**src/rtl/seg7_led_pkg.sv**
```systemverilog
`default_nettype none
// ============================================================================
//  Module      : seg7_led_pkg
//  Description : Shared constants, register-map decode and hex segment table
//                for the seven-segment / LED controller.
//  Revision    : 1.0 - initial release
// ============================================================================
package seg7_led_pkg;

   // Word offsets inside the 32-word register window
   localparam logic [4:0] ADDR_CTRL       = 5'h00;
   localparam logic [4:0] ADDR_LED        = 5'h01;
   localparam logic [4:0] ADDR_BLINK      = 5'h02;
   localparam logic [4:0] ADDR_ID         = 5'h03;
   localparam logic [4:0] ADDR_DIGIT_BASE = 5'h08;

   // CTRL register field positions
   localparam int CTRL_MODE_BIT = 0;
   localparam int CTRL_EN_BIT   = 1;
   localparam int CTRL_DUTY_LSB = 8;

   // Upper byte of the ID register
   localparam logic [7:0] ID_MAGIC = 8'h5A;

   // Active-low pattern for a dark digit (DP and all segments off)
   localparam logic [7:0] BLANK = 8'hFF;

   // Hex glyphs, active-high, bit order g..a
   localparam logic [6:0] SEG_HEX [16] = '{
      7'h3F, 7'h06, 7'h5B, 7'h4F,   // 0 1 2 3
      7'h66, 7'h6D, 7'h7D, 7'h07,   // 4 5 6 7
      7'h7F, 7'h6F, 7'h77, 7'h7C,   // 8 9 A b
      7'h39, 7'h5E, 7'h79, 7'h71    // C d E F
   };

   // Register targeted by a bus access
   typedef enum logic [2:0] {
      SEL_CTRL  = 3'd0,
      SEL_LED   = 3'd1,
      SEL_BLINK = 3'd2,
      SEL_ID    = 3'd3,
      SEL_DIGIT = 3'd4,
      SEL_NONE  = 3'd5
   } reg_sel_e;

   // Map a word address onto a register; digits beyond the instantiated
   // count fall into the unmapped bucket like any other hole.
   function automatic reg_sel_e decode_addr(input logic [4:0] addr, input int num_digits);
      reg_sel_e sel;
      sel = SEL_NONE;
      if (addr == ADDR_CTRL) begin
         sel = SEL_CTRL;
      end else if (addr == ADDR_LED) begin
         sel = SEL_LED;
      end else if (addr == ADDR_BLINK) begin
         sel = SEL_BLINK;
      end else if (addr == ADDR_ID) begin
         sel = SEL_ID;
      end else if ((addr >= ADDR_DIGIT_BASE) &&
                   ((int'(addr) - int'(ADDR_DIGIT_BASE)) < num_digits)) begin
         sel = SEL_DIGIT;
      end
      return sel;
   endfunction

endpackage
`default_nettype wire

```
**src/rtl/seg7_hex_decode.sv**
```systemverilog
`default_nettype none
// ============================================================================
//  Module      : seg7_hex_decode
//  Description : 4-bit hex nibble to active-high g..a segment pattern.
//  Revision    : 1.0 - initial release
// ============================================================================
module seg7_hex_decode
   import seg7_led_pkg::*;
(
   input  logic [3:0] hex,
   output logic [6:0] seg
);

   // Pure table lookup; the caller registers the result
   assign seg = SEG_HEX[hex];

endmodule
`default_nettype wire

```
**src/rtl/seg7_led_ctrl.sv**
```systemverilog
`default_nettype none
// ============================================================================
//  Module      : seg7_led_ctrl
//  Description : Avalon-MM slave driving NUM_DIGITS active-low HEX digits and
//                an LED bank, with hex/raw digit modes, per-digit blink and
//                glitch-free global PWM brightness. All outputs registered.
//  Revision    : 1.0 - initial release
// ============================================================================
module seg7_led_ctrl
   import seg7_led_pkg::*;
#(
   parameter int NUM_DIGITS   = 6,
   parameter int LED_WIDTH    = 10,
   parameter int PWM_BITS     = 8,
   parameter int BLINK_CYCLES = 25000000
)(
   input  logic                    clk,
   input  logic                    reset,
   input  logic [4:0]              avs_address,
   input  logic                    avs_read,
   input  logic                    avs_write,
   input  logic [31:0]             avs_writedata,
   input  logic [3:0]              avs_byteenable,
   output logic [31:0]             avs_readdata,
   output logic [NUM_DIGITS*8-1:0] seg_export,
   output logic [LED_WIDTH-1:0]    led_export
);

   localparam int                 BLINK_W    = $clog2(BLINK_CYCLES);
   localparam logic [BLINK_W-1:0] BLINK_LAST = BLINK_W'(BLINK_CYCLES - 1);

   // ------------------------------------------------------------------
   // Register file
   // ------------------------------------------------------------------
   logic                  ctrl_mode;
   logic                  ctrl_en;
   logic [PWM_BITS-1:0]   ctrl_duty;
   logic [LED_WIDTH-1:0]  led_reg;
   logic [NUM_DIGITS-1:0] blink_mask;
   logic [7:0]            digit_reg [NUM_DIGITS];

   // PWM and blink timing state
   logic [PWM_BITS-1:0]   pwm_cnt;
   logic [PWM_BITS-1:0]   duty_act;
   logic [BLINK_W-1:0]    blink_cnt;
   logic                  blink_phase;

   // Bus decode helpers
   reg_sel_e              sel;
   logic [4:0]            digit_idx;
   logic [31:0]           be_mask;
   logic [31:0]           rdata;

   // Next-state of the output registers
   logic                  pwm_on;
   logic                  lit_all;
   logic [NUM_DIGITS*8-1:0] seg_next;

   // Not every write-data lane maps to a register bit for every parameter set
   logic                  unused_bus_bits;
   assign unused_bus_bits = ^{avs_writedata, be_mask};

   assign sel       = decode_addr(avs_address, NUM_DIGITS);
   assign digit_idx = avs_address - ADDR_DIGIT_BASE;
   assign be_mask   = {{8{avs_byteenable[3]}}, {8{avs_byteenable[2]}},
                       {8{avs_byteenable[1]}}, {8{avs_byteenable[0]}}};

   // Register writes, merged per byte lane so disabled lanes keep old bits
   always_ff @(posedge clk) begin
      if (reset) begin
         ctrl_mode  <= 1'b0;
         ctrl_en    <= 1'b1;
         ctrl_duty  <= '1;
         led_reg    <= '0;
         blink_mask <= '0;
         for (int i = 0; i < NUM_DIGITS; i++) begin
            digit_reg[i] <= '0;
         end
      end else if (avs_write) begin
         case (sel)
            SEL_CTRL: begin
               if (avs_byteenable[0]) begin
                  ctrl_mode <= avs_writedata[CTRL_MODE_BIT];
                  ctrl_en   <= avs_writedata[CTRL_EN_BIT];
               end
               ctrl_duty <= (ctrl_duty & ~be_mask[CTRL_DUTY_LSB +: PWM_BITS]) |
                            (avs_writedata[CTRL_DUTY_LSB +: PWM_BITS] &
                             be_mask[CTRL_DUTY_LSB +: PWM_BITS]);
            end
            SEL_LED: begin
               led_reg <= (led_reg & ~be_mask[LED_WIDTH-1:0]) |
                          (avs_writedata[LED_WIDTH-1:0] & be_mask[LED_WIDTH-1:0]);
            end
            SEL_BLINK: begin
               blink_mask <= (blink_mask & ~be_mask[NUM_DIGITS-1:0]) |
                             (avs_writedata[NUM_DIGITS-1:0] & be_mask[NUM_DIGITS-1:0]);
            end
            SEL_DIGIT: begin
               for (int i = 0; i < NUM_DIGITS; i++) begin
                  if ((digit_idx == 5'(i)) && avs_byteenable[0]) begin
                     digit_reg[i] <= avs_writedata[7:0];
                  end
               end
            end
            default: begin
               // ID and unmapped addresses are read-only / ignored
            end
         endcase
      end
   end

   // Read mux over the current (pre-write) register contents
   always_comb begin
      rdata = '0;
      case (sel)
         SEL_CTRL: begin
            rdata[CTRL_MODE_BIT]               = ctrl_mode;
            rdata[CTRL_EN_BIT]                 = ctrl_en;
            rdata[CTRL_DUTY_LSB +: PWM_BITS]   = ctrl_duty;
         end
         SEL_LED:   rdata[LED_WIDTH-1:0]  = led_reg;
         SEL_BLINK: rdata[NUM_DIGITS-1:0] = blink_mask;
         SEL_ID:    rdata = {ID_MAGIC, 8'd0, 8'(LED_WIDTH), 8'(NUM_DIGITS)};
         SEL_DIGIT: begin
            for (int i = 0; i < NUM_DIGITS; i++) begin
               if (digit_idx == 5'(i)) begin
                  rdata[7:0] = digit_reg[i];
               end
            end
         end
         default: rdata = '0;
      endcase
   end

   // Read data captured one cycle after the strobe and held until the next read
   always_ff @(posedge clk) begin
      if (reset) begin
         avs_readdata <= '0;
      end else if (avs_read) begin
         avs_readdata <= rdata;
      end
   end

   // ------------------------------------------------------------------
   // Brightness: duty is only adopted at the period boundary so a period is
   // never cut short or stretched by a CTRL write.
   // ------------------------------------------------------------------
   always_ff @(posedge clk) begin
      if (reset) begin
         pwm_cnt  <= '0;
         duty_act <= '1;
      end else begin
         pwm_cnt <= pwm_cnt + PWM_BITS'(1);
         if (pwm_cnt == '1) begin
            duty_act <= ctrl_duty;
         end
      end
   end

   // Blink half-period timer; phase toggles on every wrap
   always_ff @(posedge clk) begin
      if (reset) begin
         blink_cnt   <= '0;
         blink_phase <= 1'b0;
      end else if (blink_cnt == BLINK_LAST) begin
         blink_cnt   <= '0;
         blink_phase <= ~blink_phase;
      end else begin
         blink_cnt <= blink_cnt + BLINK_W'(1);
      end
   end

   // All-ones duty means permanently on, otherwise on for the first duty counts
   assign pwm_on  = (pwm_cnt < duty_act) || (&duty_act);
   assign lit_all = ctrl_en && pwm_on;

   // Per-digit glyph selection and blanking
   generate
      for (genvar gi = 0; gi < NUM_DIGITS; gi++) begin : g_digit
         logic [6:0] hex_seg;
         logic [6:0] seg_sel;
         logic       blanked;

         seg7_hex_decode u_hex_decode (
            .hex (digit_reg[gi][3:0]),
            .seg (hex_seg)
         );

         assign seg_sel = ctrl_mode ? digit_reg[gi][6:0] : hex_seg;
         assign blanked = blink_mask[gi] && blink_phase;
         assign seg_next[8*gi +: 8] = (lit_all && !blanked) ? ~{digit_reg[gi][7], seg_sel}
                                                            : BLANK;
      end
   endgenerate

   // Registered pin drivers
   always_ff @(posedge clk) begin
      if (reset) begin
         seg_export <= '1;
         led_export <= '0;
      end else begin
         seg_export <= seg_next;
         led_export <= led_reg & {LED_WIDTH{lit_all}};
      end
   end

endmodule
`default_nettype wire
```
**config.mk**
```make
export PLATFORM = sky130hd
export DESIGN_NAME = seg7_led_ctrl
export DESIGN_NICKNAME = d
export VERILOG_FILES = /design/src/rtl/seg7_led_pkg.sv /design/src/rtl/seg7_hex_decode.sv /design/src/rtl/seg7_led_ctrl.sv
export SDC_FILE = /design/constraint.sdc
export NUM_CORES = 1
export LEC_CHECK = 0
export CORE_MARGIN = 2
export CORE_UTILIZATION = 28
export DETAILED_ROUTE_END_ITERATION = 8
export MAX_ROUTING_LAYER = met4
export PLACE_DENSITY = 0.47
export RECOVER_POWER = 100
export SYNTH_ARGS = -nofsm -noshare
export SYNTH_HDL_FRONTEND = slang
export SYNTH_SLANG_ARGS = --single-unit
```
**constraint.sdc**
```tcl
create_clock -name clk -period 3.4 [get_ports clk]
set_input_delay 0.68 -clock clk [delete_from_list [all_inputs] [get_ports clk]]
set_output_delay 0.68 -clock clk [all_outputs]
set_load 0.005 [all_outputs]
```
==> results of run 1 <==
-- cells by family (layout without fill, tap and decap cells) --
logic type,count (synthesis),after routing,share of synthesized area (%)
AOI/OAI and AO/OA,204,204,13.8
xor gates and xnor gates,28,28,2.60
adders and majority gates,42,42,5.58
buffers and inverters,114,202,5.41
DFF,191,191,45.7
muxes,50,50,5.31
other,1,12,0.0398
and+or+nand+nor,396,396,21.6
-- where the power goes --
| group | leakage (nW) | internal [mW] | switching, mW |
|---|---|---|---|
| Clock | 0.304 | 1.13 | 1.00 |
| Combinational | 2.41 | 0.222 | 0.260 |
| Sequential | 1.63 | 2.41 | 0.0840 |
-- final cells by class --
cell class / instances / area [um^2] / share of cell area [%]
well taps: 448 / 561 / 4.89
clock buffers: 18 / 429 / 3.74
clock inverters: 14 / 195 / 1.70
inverters: 33 / 124 / 1.08
flip-flops and latches: 191 / 4310 / 37.5
repair buffers: 137 / 1260 / 10.9
multi-input cells: 732 / 4600 / 40.1
-- cells in the final DEF, fill, tap and decap left out, types with 24 or more instances in the layout --
cell type / Yosys / routed
inv_1: 33 / 33
a21oi_1: 70 / 70
nand2_1: 86 / 86
edfxtp_1: 48 / 48
and2_0: 1 / 29
mux2i_1: 50 / 50
clkdlybuf4s50_1: 0 / 24
dlygate4sd3_1: 0 / 79
a211oi_1: 29 / 29
nor2_1: 93 / 93
ha_1: 42 / 42
dfxtp_1: 143 / 142
nand3_1: 68 / 68
o21ai_0: 41 / 42
-- per-stage QoR --
| step | hold WS [ns] | util [%] | area [um^2] | total power, mW | cells |
|---|---|---|---|---|---|
| 3_3_place_gp | 0.449 | 32.8 | 10900 | 3.06 | 1541 |
| 5_1_grt | 0.487 | 34.4 | 11500 | 5.33 | 1573 |
| 3_5_place_dp | 0.451 | 32.8 | 10900 | 3.07 | 1541 |
| 4_1_cts | 0.469 | 34.7 | 11600 | 5.20 | 1573 |
| 6_report | 0.463 | 34.4 | 11500 | 5.11 | 1573 |
| 2_1_floorplan | 0.425 | - | 9460 | 2.80 | 1037 |
-- layer usage --
layer  routed length [um]  up-vias  GRT usage (%)
li1                     -     3778              -
met1                12700     3574           20.4
met2                12500      153           25.6
met3                 1430       16           3.94
met4                  286        0           3.73
met5                    0        -              -
-- final timing paths --
kind | endpoint | start | slack [ns]
setup / recovery | digit_reg[4][3] | avs_address[3] | 0.35
hold / removal | avs_readdata[15] | avs_readdata[15] | 0.46
setup reg to reg | seg_export[44] | duty_act[7] | 0.82
hold reg to reg | avs_readdata[15] | avs_readdata[15] | 0.46
-- worst max-delay path, delay by kind of cell --
family	cells	cell delay, ns
buffers and inverters	4	1.30
AO/OA/AOI/OAI	2	0.49
adder cells (fa/ha/maj)	1	0.34
multiplexers	1	0.17
AND/OR/NAND/NOR	1	0.13
==> flow_metrics.py, run 1 <==
metrics = {
    "outcome": {
        "outcome": "finished clean",
    },
    "synthesis": {
        "synth_cell_types": 60,
        "synth.most_common_cell": "dfxtp_1",
        "ys_ff_latch": 191,
        "synth_edf_count": 48,
        "yosys.area.top_type": "dfxtp_1",
        "yosys_most_used_dff": "dfxtp_1",
        "synth_area_leaders": "dfxtp_1, edfxtp_1, ha_1, mux2i_1, a21oi_1",
        "syn_avg_cell_area_um2": 9.18,
        "ys_top_cells_by_count": "dfxtp_1, nor2_1, nand2_1",
        "synth_cells": 1026,
        "ys_seq_area_share_pct": 45.7,
        "synth_top_area_share_pct": 30.4,
        "yosys_warnings": 0,
        "syn_area_um2": 9420,
        "async_reset_ff_share_pct": 0,
    },
    "clock_network": {
        "root_buffer": "clkbuf_16",
        "htreeDepth": 4,
        "clock_sinks": 191,
        "cts_setup_buffers": 0,
        "cts_tree": "built",
        "clock_latency_ns": 0.45,
        "clk_pin_slew_worst_paths_ns": 0.08,
        "ctsHoldBuffers": 0,
        "ctsResizeCount": 0,
        "tritoncts.num_buffers": 17,
        "max-clock-path-buffers": 2,
    },
    "timing": {
        "tightest_slew_ns": 1.36,
        "slew_headroom_pct": 9.07,
        "final.setup_skew_ns": 0.0144,
        "setup_violations": 0,
        "fmax_mhz": 328,
        "tns_ns": 0,
        "hold_viol": 0,
        "period_share_pct": 89.6,
        "final.min_clock_period_ns": 3.05,
        "setup_ws_ns": 0.354,
        "rsz0062_at_grt": "false",
        "finalMaxSlewViolations": 0,
    },
    "final_layout": {
        "fin_nets": 1199,
        "diodes": 0,
        "syn_to_final_growth_pct": 21.8,
        "drive_above_1_share_pct": 5.69,
        "nFillCells": 3516,
    },
    "worst_setup_path": {
        "slowest_stage": "dlygate4sd3_1",
        "max_stage_delay_ns": 0.59,
        "cp_max_fo": 16,
        "cp_data_arrival_time_ns": 3.13,
        "cp.required_ns": 3.49,
        "worstRegToRegCells": 8,
        "cp-end-kind": "flop",
        "path_class": "in2reg",
        "path_cells": "dlygate4sd3_1, inv_1, ha_1, nand2_1, o21ai_0, mux2i_1, buf_12, o31ai_1, clkbuf_1",
        "critPathLaunchType": "primary input",
    },
    "placed_design": {
        "gp_congestion": 0.812,
        "dpl.hpwl_um": 19600,
        "port_buffers": 104,
        "pre_cts_ws_ns": 0.250,
    },
    "power_and_ir_drop": {
        "p_leak_nw": 4.34,
        "peakVddDrop_uv": 323,
        "powerDensity_nw_per_um2": 445,
    },
    "route": {
        "routedWlPerCell_um": 17.2,
        "drc_errors": 0,
        "dr.pass1.iters": 5,
        "viasPerCell": 4.78,
        "dr.first_iter.drc_count": 454,
        "totalWireLength_um": 27000,
        "vias": 7521,
        "ant_nets": 0,
    },
    "min_path": {
        "whs_path_depth": 2,
        "hp-class": "reg2reg",
    },
    "die": {
        "core_area_um2": 33400,
        "die_h_um": 187,
        "die-area_um2": 35100,
        "dieWidth_um": 187,
        "io_pins": 135,
        "row_count": 67,
        "initial_core_util_pct": 28.2,
    },
    "job": {
        "maxCapViolations": 0,
    },
    "grt": {
        "track_usage_pct": 16.0,
        "grt_overflow_total": 0,
        "antenna_found_initial": 0,
        "grt_max_degree": 57,
        "grt_pass1_wl_um": 42400,
        "grt_pass1_vias": 7272,
    },
}
No activity file was read; power rests on OpenSTA's default activity.
==> run 2, diff against run 1 <==
SKIP_LAST_GASP = 1   (was unset)
==> results of run 2 <==
Same layout as run 1: the final DEF is identical, and so are final timing and power.
